File: src/rtl/cpu_pkg.sv
// Shared core types: datapath widths and the decoder control bundle.
// CTRL_BUBBLE is the all-zero control word that a bubble carries down the pipe.
package cpu_pkg;

  localparam int XLEN   = 32;
  localparam int REG_AW = 5;

  typedef struct packed {
    logic       MemRead;
    logic       ALUSrc;
    logic       Jump;
    logic       SAJ;
    logic       Jump_Register;
    logic       Branch_equal;
    logic       Branch_not_equal;
    logic       Branch_greater;
    logic       Branch_less;
    logic [1:0] MemWrite;
    logic [1:0] MemToReg;
    logic [2:0] RegWrite;
    logic [3:0] ALUOp1;
    logic [3:0] ALUOp2;
  } ctrl_t;

  localparam ctrl_t CTRL_BUBBLE = '0;

endpackage

File: src/rtl/load_use_detect.sv
// Load-use hazard detector between the load in EX and the instruction in ID.
// Latency: combinational. Backpressure: stall_if_id holds IF/ID; suppressed when EX flushes.
module load_use_detect #(
  parameter int REG_AW = 5
) (
  input  logic              ex_valid,
  input  logic              ex_MemRead,
  input  logic [REG_AW-1:0] ex_rd,
  input  logic              valid_id,
  input  logic [REG_AW-1:0] rs1_id,
  input  logic [REG_AW-1:0] rs2_id,
  input  logic              flush_ex,
  output logic              load_use,
  output logic              stall_if_id
);

  // x0 is hardwired, so a load targeting it never creates a dependency.
  assign load_use = ex_valid & ex_MemRead & (ex_rd != '0) & valid_id &
                    ((ex_rd == rs1_id) | (ex_rd == rs2_id));

  // A flushed ID instruction is dead; holding it would only waste a cycle.
  assign stall_if_id = load_use & ~flush_ex;

endmodule

File: src/rtl/id_ex_stage.sv
// ID/EX pipeline register: captures decoder controls and operands, bubbles on flush/load-use/invalid.
// Latency: 1 cycle. Backpressure: stall_if_id (comb) on load-use; optional ID_EX_BUBBLE_CNT_EN counter.
module id_ex_stage #(
  parameter int XLEN   = cpu_pkg::XLEN,
  parameter int REG_AW = cpu_pkg::REG_AW
) (
  input  logic              clk,
  input  logic              reset,
  input  logic              valid_id,
  input  logic              MemRead,
  input  logic              ALUSrc,
  input  logic              Jump,
  input  logic              SAJ,
  input  logic              Jump_Register,
  input  logic              Branch_equal,
  input  logic              Branch_not_equal,
  input  logic              Branch_greater,
  input  logic              Branch_less,
  input  logic [1:0]        MemWrite,
  input  logic [1:0]        MemToReg,
  input  logic [2:0]        RegWrite,
  input  logic [3:0]        ALUOp1,
  input  logic [3:0]        ALUOp2,
  input  logic [XLEN-1:0]   pc_id,
  input  logic [XLEN-1:0]   rs1_data_id,
  input  logic [XLEN-1:0]   rs2_data_id,
  input  logic [XLEN-1:0]   imm_id,
  input  logic [REG_AW-1:0] rs1_id,
  input  logic [REG_AW-1:0] rs2_id,
  input  logic [REG_AW-1:0] rd_id,
  input  logic              flush_ex,
  output logic              stall_if_id,
  output logic              ex_valid,
  output logic              ex_MemRead,
  output logic              ex_ALUSrc,
  output logic              ex_Jump,
  output logic              ex_SAJ,
  output logic              ex_Jump_Register,
  output logic              ex_Branch_equal,
  output logic              ex_Branch_not_equal,
  output logic              ex_Branch_greater,
  output logic              ex_Branch_less,
  output logic [1:0]        ex_MemWrite,
  output logic [1:0]        ex_MemToReg,
  output logic [2:0]        ex_RegWrite,
  output logic [3:0]        ex_ALUOp1,
  output logic [3:0]        ex_ALUOp2,
  output logic [XLEN-1:0]   ex_pc,
  output logic [XLEN-1:0]   ex_rs1_data,
  output logic [XLEN-1:0]   ex_rs2_data,
  output logic [XLEN-1:0]   ex_imm,
  output logic [REG_AW-1:0] ex_rs1,
  output logic [REG_AW-1:0] ex_rs2,
  output logic [REG_AW-1:0] ex_rd
`ifdef ID_EX_BUBBLE_CNT_EN
  ,
  output logic [31:0]       bubble_cnt
`endif
);

  import cpu_pkg::*;

  ctrl_t             ctrl_in;
  ctrl_t             ctrl_q, ctrl_d;
  logic              valid_q, valid_d;
  logic [XLEN-1:0]   pc_q, pc_d, rs1_data_q, rs1_data_d;
  logic [XLEN-1:0]   rs2_data_q, rs2_data_d, imm_q, imm_d;
  logic [REG_AW-1:0] rs1_q, rs1_d, rs2_q, rs2_d, rd_q, rd_d;
  logic              load_use;

  assign ctrl_in = '{MemRead: MemRead, ALUSrc: ALUSrc, Jump: Jump, SAJ: SAJ,
                     Jump_Register: Jump_Register, Branch_equal: Branch_equal,
                     Branch_not_equal: Branch_not_equal, Branch_greater: Branch_greater,
                     Branch_less: Branch_less, MemWrite: MemWrite, MemToReg: MemToReg,
                     RegWrite: RegWrite, ALUOp1: ALUOp1, ALUOp2: ALUOp2};

  load_use_detect #(.REG_AW(REG_AW)) u_load_use_detect (
    .ex_valid    (valid_q),
    .ex_MemRead  (ctrl_q.MemRead),
    .ex_rd       (rd_q),
    .valid_id    (valid_id),
    .rs1_id      (rs1_id),
    .rs2_id      (rs2_id),
    .flush_ex    (flush_ex),
    .load_use    (load_use),
    .stall_if_id (stall_if_id)
  );

  // Flush, load-use and an empty ID slot all collapse to the same zeroed bubble.
  always_comb begin
    ctrl_d     = CTRL_BUBBLE;
    valid_d    = 1'b0;
    pc_d       = '0;
    rs1_data_d = '0;
    rs2_data_d = '0;
    imm_d      = '0;
    rs1_d      = '0;
    rs2_d      = '0;
    rd_d       = '0;
    if (!flush_ex && !load_use && valid_id) begin
      ctrl_d     = ctrl_in;
      valid_d    = 1'b1;
      pc_d       = pc_id;
      rs1_data_d = rs1_data_id;
      rs2_data_d = rs2_data_id;
      imm_d      = imm_id;
      rs1_d      = rs1_id;
      rs2_d      = rs2_id;
      rd_d       = rd_id;
    end
  end

  always_ff @(posedge clk or posedge reset) begin
    if (reset) begin
      ctrl_q     <= CTRL_BUBBLE;
      valid_q    <= 1'b0;
      pc_q       <= '0;
      rs1_data_q <= '0;
      rs2_data_q <= '0;
      imm_q      <= '0;
      rs1_q      <= '0;
      rs2_q      <= '0;
      rd_q       <= '0;
    end else begin
      ctrl_q     <= ctrl_d;
      valid_q    <= valid_d;
      pc_q       <= pc_d;
      rs1_data_q <= rs1_data_d;
      rs2_data_q <= rs2_data_d;
      imm_q      <= imm_d;
      rs1_q      <= rs1_d;
      rs2_q      <= rs2_d;
      rd_q       <= rd_d;
    end
  end

  assign ex_valid            = valid_q;
  assign ex_MemRead          = ctrl_q.MemRead;
  assign ex_ALUSrc           = ctrl_q.ALUSrc;
  assign ex_Jump             = ctrl_q.Jump;
  assign ex_SAJ              = ctrl_q.SAJ;
  assign ex_Jump_Register    = ctrl_q.Jump_Register;
  assign ex_Branch_equal     = ctrl_q.Branch_equal;
  assign ex_Branch_not_equal = ctrl_q.Branch_not_equal;
  assign ex_Branch_greater   = ctrl_q.Branch_greater;
  assign ex_Branch_less      = ctrl_q.Branch_less;
  assign ex_MemWrite         = ctrl_q.MemWrite;
  assign ex_MemToReg         = ctrl_q.MemToReg;
  assign ex_RegWrite         = ctrl_q.RegWrite;
  assign ex_ALUOp1           = ctrl_q.ALUOp1;
  assign ex_ALUOp2           = ctrl_q.ALUOp2;
  assign ex_pc               = pc_q;
  assign ex_rs1_data         = rs1_data_q;
  assign ex_rs2_data         = rs2_data_q;
  assign ex_imm              = imm_q;
  assign ex_rs1              = rs1_q;
  assign ex_rs2              = rs2_q;
  assign ex_rd               = rd_q;

`ifdef ID_EX_BUBBLE_CNT_EN
  logic [31:0] bubble_cnt_q, bubble_cnt_d;

  // Only hazard-driven bubbles are lost cycles; empty ID slots are not counted.
  always_comb begin
    bubble_cnt_d = bubble_cnt_q;
    if ((flush_ex || load_use) && (bubble_cnt_q != 32'hFFFF_FFFF))
      bubble_cnt_d = bubble_cnt_q + 32'd1;
  end

  always_ff @(posedge clk or posedge reset) begin
    if (reset) bubble_cnt_q <= '0;
    else       bubble_cnt_q <= bubble_cnt_d;
  end

  assign bubble_cnt = bubble_cnt_q;
`endif

endmodule

File: config.mk
export PLATFORM = sky130hd
export DESIGN_NAME = id_ex_stage
export DESIGN_NICKNAME = d
export VERILOG_FILES = /design/src/rtl/cpu_pkg.sv /design/src/rtl/load_use_detect.sv /design/src/rtl/id_ex_stage.sv
export SDC_FILE = /design/constraint.sdc
export NUM_CORES = 1
export LEC_CHECK = 0
export ABC_AREA = 1
export BUFFER_PORTS_ARGS = -buffer_cell sky130_fd_sc_hd__buf_2
export CAP_MARGIN = 15
export CELL_PAD_IN_SITES_DETAIL_PLACEMENT = 0
export CELL_PAD_IN_SITES_GLOBAL_PLACEMENT = 1
export CORE_MARGIN = 4
export CORE_UTILIZATION = 34
export DETAILED_ROUTE_END_ITERATION = 10
export MAX_ROUTING_LAYER = met4
export PLACE_DENSITY = 0.83
export SYNTH_ARGS = -nofsm -noshare
export SYNTH_HDL_FRONTEND = slang
export SYNTH_HIERARCHICAL = 1
export SYNTH_SLANG_ARGS = --single-unit
File: constraint.sdc
create_clock -name clk -period 7.5 [get_ports clk]
set_clock_uncertainty 0.15 [all_clocks]
set_input_delay 1.125 -clock clk [delete_from_list [all_inputs] [get_ports clk]]
set_output_delay 1.125 -clock clk [all_outputs]
set_load 0.05 [all_outputs]
==> impl_metrics.py <==
metrics = {
    "flow_run": {
        "max_cap_violations": 0,
    },
    "floorplanning": {
        "core-area_sq_um": 19400,
        "floorplan.die_area_sq_um": 22020,
        "initial_utilization_pct": 34.55,
        "dieWidth_microns": 148.4,
        "ios": 340,
        "die-height_microns": 148.4,
        "rows": 51,
    },
    "place": {
        "io_buffers": 339,
        "gp_congestion": 0.7563,
        "post-dp-hpwl_microns": 12050,
    },
    "worst_setup_path": {
        "critPathKind": "in2out",
        "critical_path_arrival_ps": 2070,
        "cp_max_fo": 3,
        "timing.critical_path.to_type": "primary output",
        "worst_ep_required_time_ps": 6220,
        "setup.worst_path.start_class": "input port",
    },
    "grt": {
        "grt_busiest_layer": "met2",
        "grt_pass1_wl_microns": 23890,
        "antenna_violations_before_repair": 5,
        "vias_in_the_first_global_route": 4728,
        "gr-usage-met1_pct": 16.47,
        "global_route.overflow_total": 0,
        "groute.layer.met3.usage_pct": 6.338,
        "grt_max_degree": 98,
        "global_route.usage.total_pct": 14.51,
        "global_route.usage.met2_pct": 22.59,
    },
    "sta": {
        "fin_hold_ws_ps": 709.7,
        "setup_repair_after_global_routing_missed_its_margin": "false",
        "slew_at_the_pin_with_the_worst_max_slew_slack_ps": 1036,
        "timing.setup.tns_ps": 0,
        "final_min_period_over_clock_period_pct": 44.61,
        "timing.final.max_slew_violations": 0,
        "final_hold_viol_count": 0,
        "slew_headroom_pct": 30.95,
        "period_needed_ps": 3346,
        "timing.final.setup_violations": 0,
        "fmax_mhz": 298.9,
    },
    "layout": {
        "drive_gt1_share_pct": 51.56,
        "layout.cells.most_common": "sky130_fd_sc_hd__buf_2",
        "syn2layout_area_growth_pct": 36.21,
        "fillerInstances": 1885,
        "final_cell_mix": "sky130_fd_sc_hd__buf_2 (339), sky130_fd_sc_hd__inv_1 (180), sky130_fd_sc_hd__dfrtp_1 (168)",
        "utilization_pct": 47.07,
        "nets": 1090,
    },
    "clock_tree": {
        "ctsHoldBuffers": 0,
        "clock_path_buffers": 2,
        "clkSinkCount": 168,
        "post_cts.repair.setup_buffers": 0,
        "cts-buffers-inserted": 17,
        "clkLatencyLatePin_ps": 410,
        "cts-resized-gates": 0,
        "htree_num_levels": 4,
        "cts.root.buffer_cell": "sky130_fd_sc_hd__clkbuf_16",
        "clock_tree_from_tritoncts": "built",
        "cts.clk_slew.worst_paths_ps": 70,
    },
    "synth": {
        "synth-compound-area-share_pct": 0,
        "synth.mux.area_fraction_pct": 0,
        "synthesis.instances": 576,
        "largest_family_of_logic_cells_by_synthesized_area": "simple AND/OR/NAND/NOR gates",
        "synthesis.yosys.warnings": 6,
        "yosysUniqueCellTypes": 15,
        "postSynthAreaPerCell_sq_um": 11.64,
        "syn-cell-area_sq_um": 6703,
        "yosys.area_share.adder_pct": 0,
        "syn_nets": 747,
        "synthSimpleGateAreaFrac_pct": 22.94,
        "seq_area_frac_synth_pct": 62.72,
        "ys_seq_elements": 168,
        "synthXorXnorAreaFrac_pct": 0.2613,
    },
    "route": {
        "viasPerCell": 3.813,
        "wl_per_cell_microns": 13.02,
        "drt.antenna.violating_nets": 0,
        "routed_wl_microns": 15640,
        "vias": 4580,
        "dr.pass1.iters": 4,
        "drt_iter0_markers": 130,
        "remaining_drcs": 0,
    },
    "power_and_ir_drop": {
        "share_clk_of_total_power_pct": 40.6,
        "switchingPower_mw": 0.6281,
        "swShare_pct": 29.17,
        "p_int_mw": 1.525,
        "combinationalPowerShare_pct": 15.3,
        "power_leakage_nw": 5.565,
        "power.ir.vdd_worst_mv": 0.1620,
        "power.density_cell_area_nw_per_um2": 235.9,
        "power.share.sequential_pct": 44.1,
    },
    "status": {
        "run_status": "complete, no violations",
    },
    "min_path": {
        "hold_path.class": "in2async",
    },
}
==> critical path, stage by stage <==
cell and delay [ps]:
sky130_fd_sc_hd__buf_2 110, sky130_fd_sc_hd__nor2_1 80, sky130_fd_sc_hd__nor2_1 50, sky130_fd_sc_hd__nor2_1 130, sky130_fd_sc_hd__nand3_1 90, sky130_fd_sc_hd__nand2_1 90
sky130_fd_sc_hd__nand2_2 60, sky130_fd_sc_hd__nor2_2 70, sky130_fd_sc_hd__buf_2 260
==> cells by family after synthesis <==
kind of cell           after synthesis
XOR/XNOR                             2
buffers and inverters              201
flip-flops                         168
AND/OR/NAND/NOR                    205
==> sequential cells by signal, summed over array words and instances, names as in the netlist, 2 cells and up <==
register	cells
ex_imm	32
ex_ALUOp2	4
ex_RegWrite	3
ex_MemToReg	2
ex_pc	32
ex_rs2_data	32
ex_rs2	5
ex_rs1	5
ex_ALUOp1	4
ex_MemWrite	2
ex_rd	5
ex_rs1_data	32
==> cell usage after synthesis, drive strengths merged <==
library cell	number	area share [%]
dfrtp	168	63
nand3	2	0.15
nand2	23	1.4
inv	183	10
clkbuf	4	0.22
nor2	178	21
nand4	2	0.19
buf	14	3.6
xnor2	2	0.26
==> per-layer routing <==
metal	vias up	routed length (microns)
met5	-	0
met2	240	7367
li1	2249	-
met1	2061	6050
met4	0	465
met3	30	1753
==> power by group through the flow <==
stage          clock [mW]  sequential [mW]  combinational (mW)
6_report            0.875            0.949               0.329
5_1_grt             0.948            0.952               0.354
4_1_cts             0.904            0.950               0.336
3_5_place_dp            0            0.967               0.335
3_3_place_gp            0            0.966               0.333
2_1_floorplan           0             1.09               0.113
==> cell type report <==
| cell class | instances | area (sq um) | area share [%] |
|---|---|---|---|
| flip-flops and latches | 168 | 4204 | 46.05 |
| repair buffers | 342 | 1732 | 18.97 |
| multi-input cells | 207 | 1569 | 17.19 |
| inverters | 183 | 691.9 | 7.578 |
| clock buffers | 17 | 425.4 | 4.659 |
| well taps | 265 | 331.6 | 3.632 |
| clock inverters | 14 | 163.9 | 1.795 |
| diodes | 5 | 12.51 | 0.1370 |
==> through the flow <==
step	total power [mW]	instances	instance area [sq um]	worst slack (ps)
global route	2.254	1201	9130	4032
floorplan	1.207	576	6703	1678
detailed placement	1.302	1165	8528	4007
global placement	1.299	1165	8528	4051
CTS	2.189	1196	9117	4176
finish	2.154	1201	9130	4154
==> worst paths after layout <==
path                                    to       start  slack [ps]  cells past startpoint
max                            stall_if_id   rs2_id[0]        4150                      9
min                             ex_imm[15]       reset         710                      2
max reg2reg                ex_rs2_data[28]    ex_rd[1]        4730                     12
min reg2reg                 ex_rs1_data[8]  ex_MemRead         970                      7
max in group asynchronous   ex_rs2_data[3]       reset        4970                      3
min in group clk                 ex_pc[24]   pc_id[24]         760                      3
(Power assumes the default switching activity.)
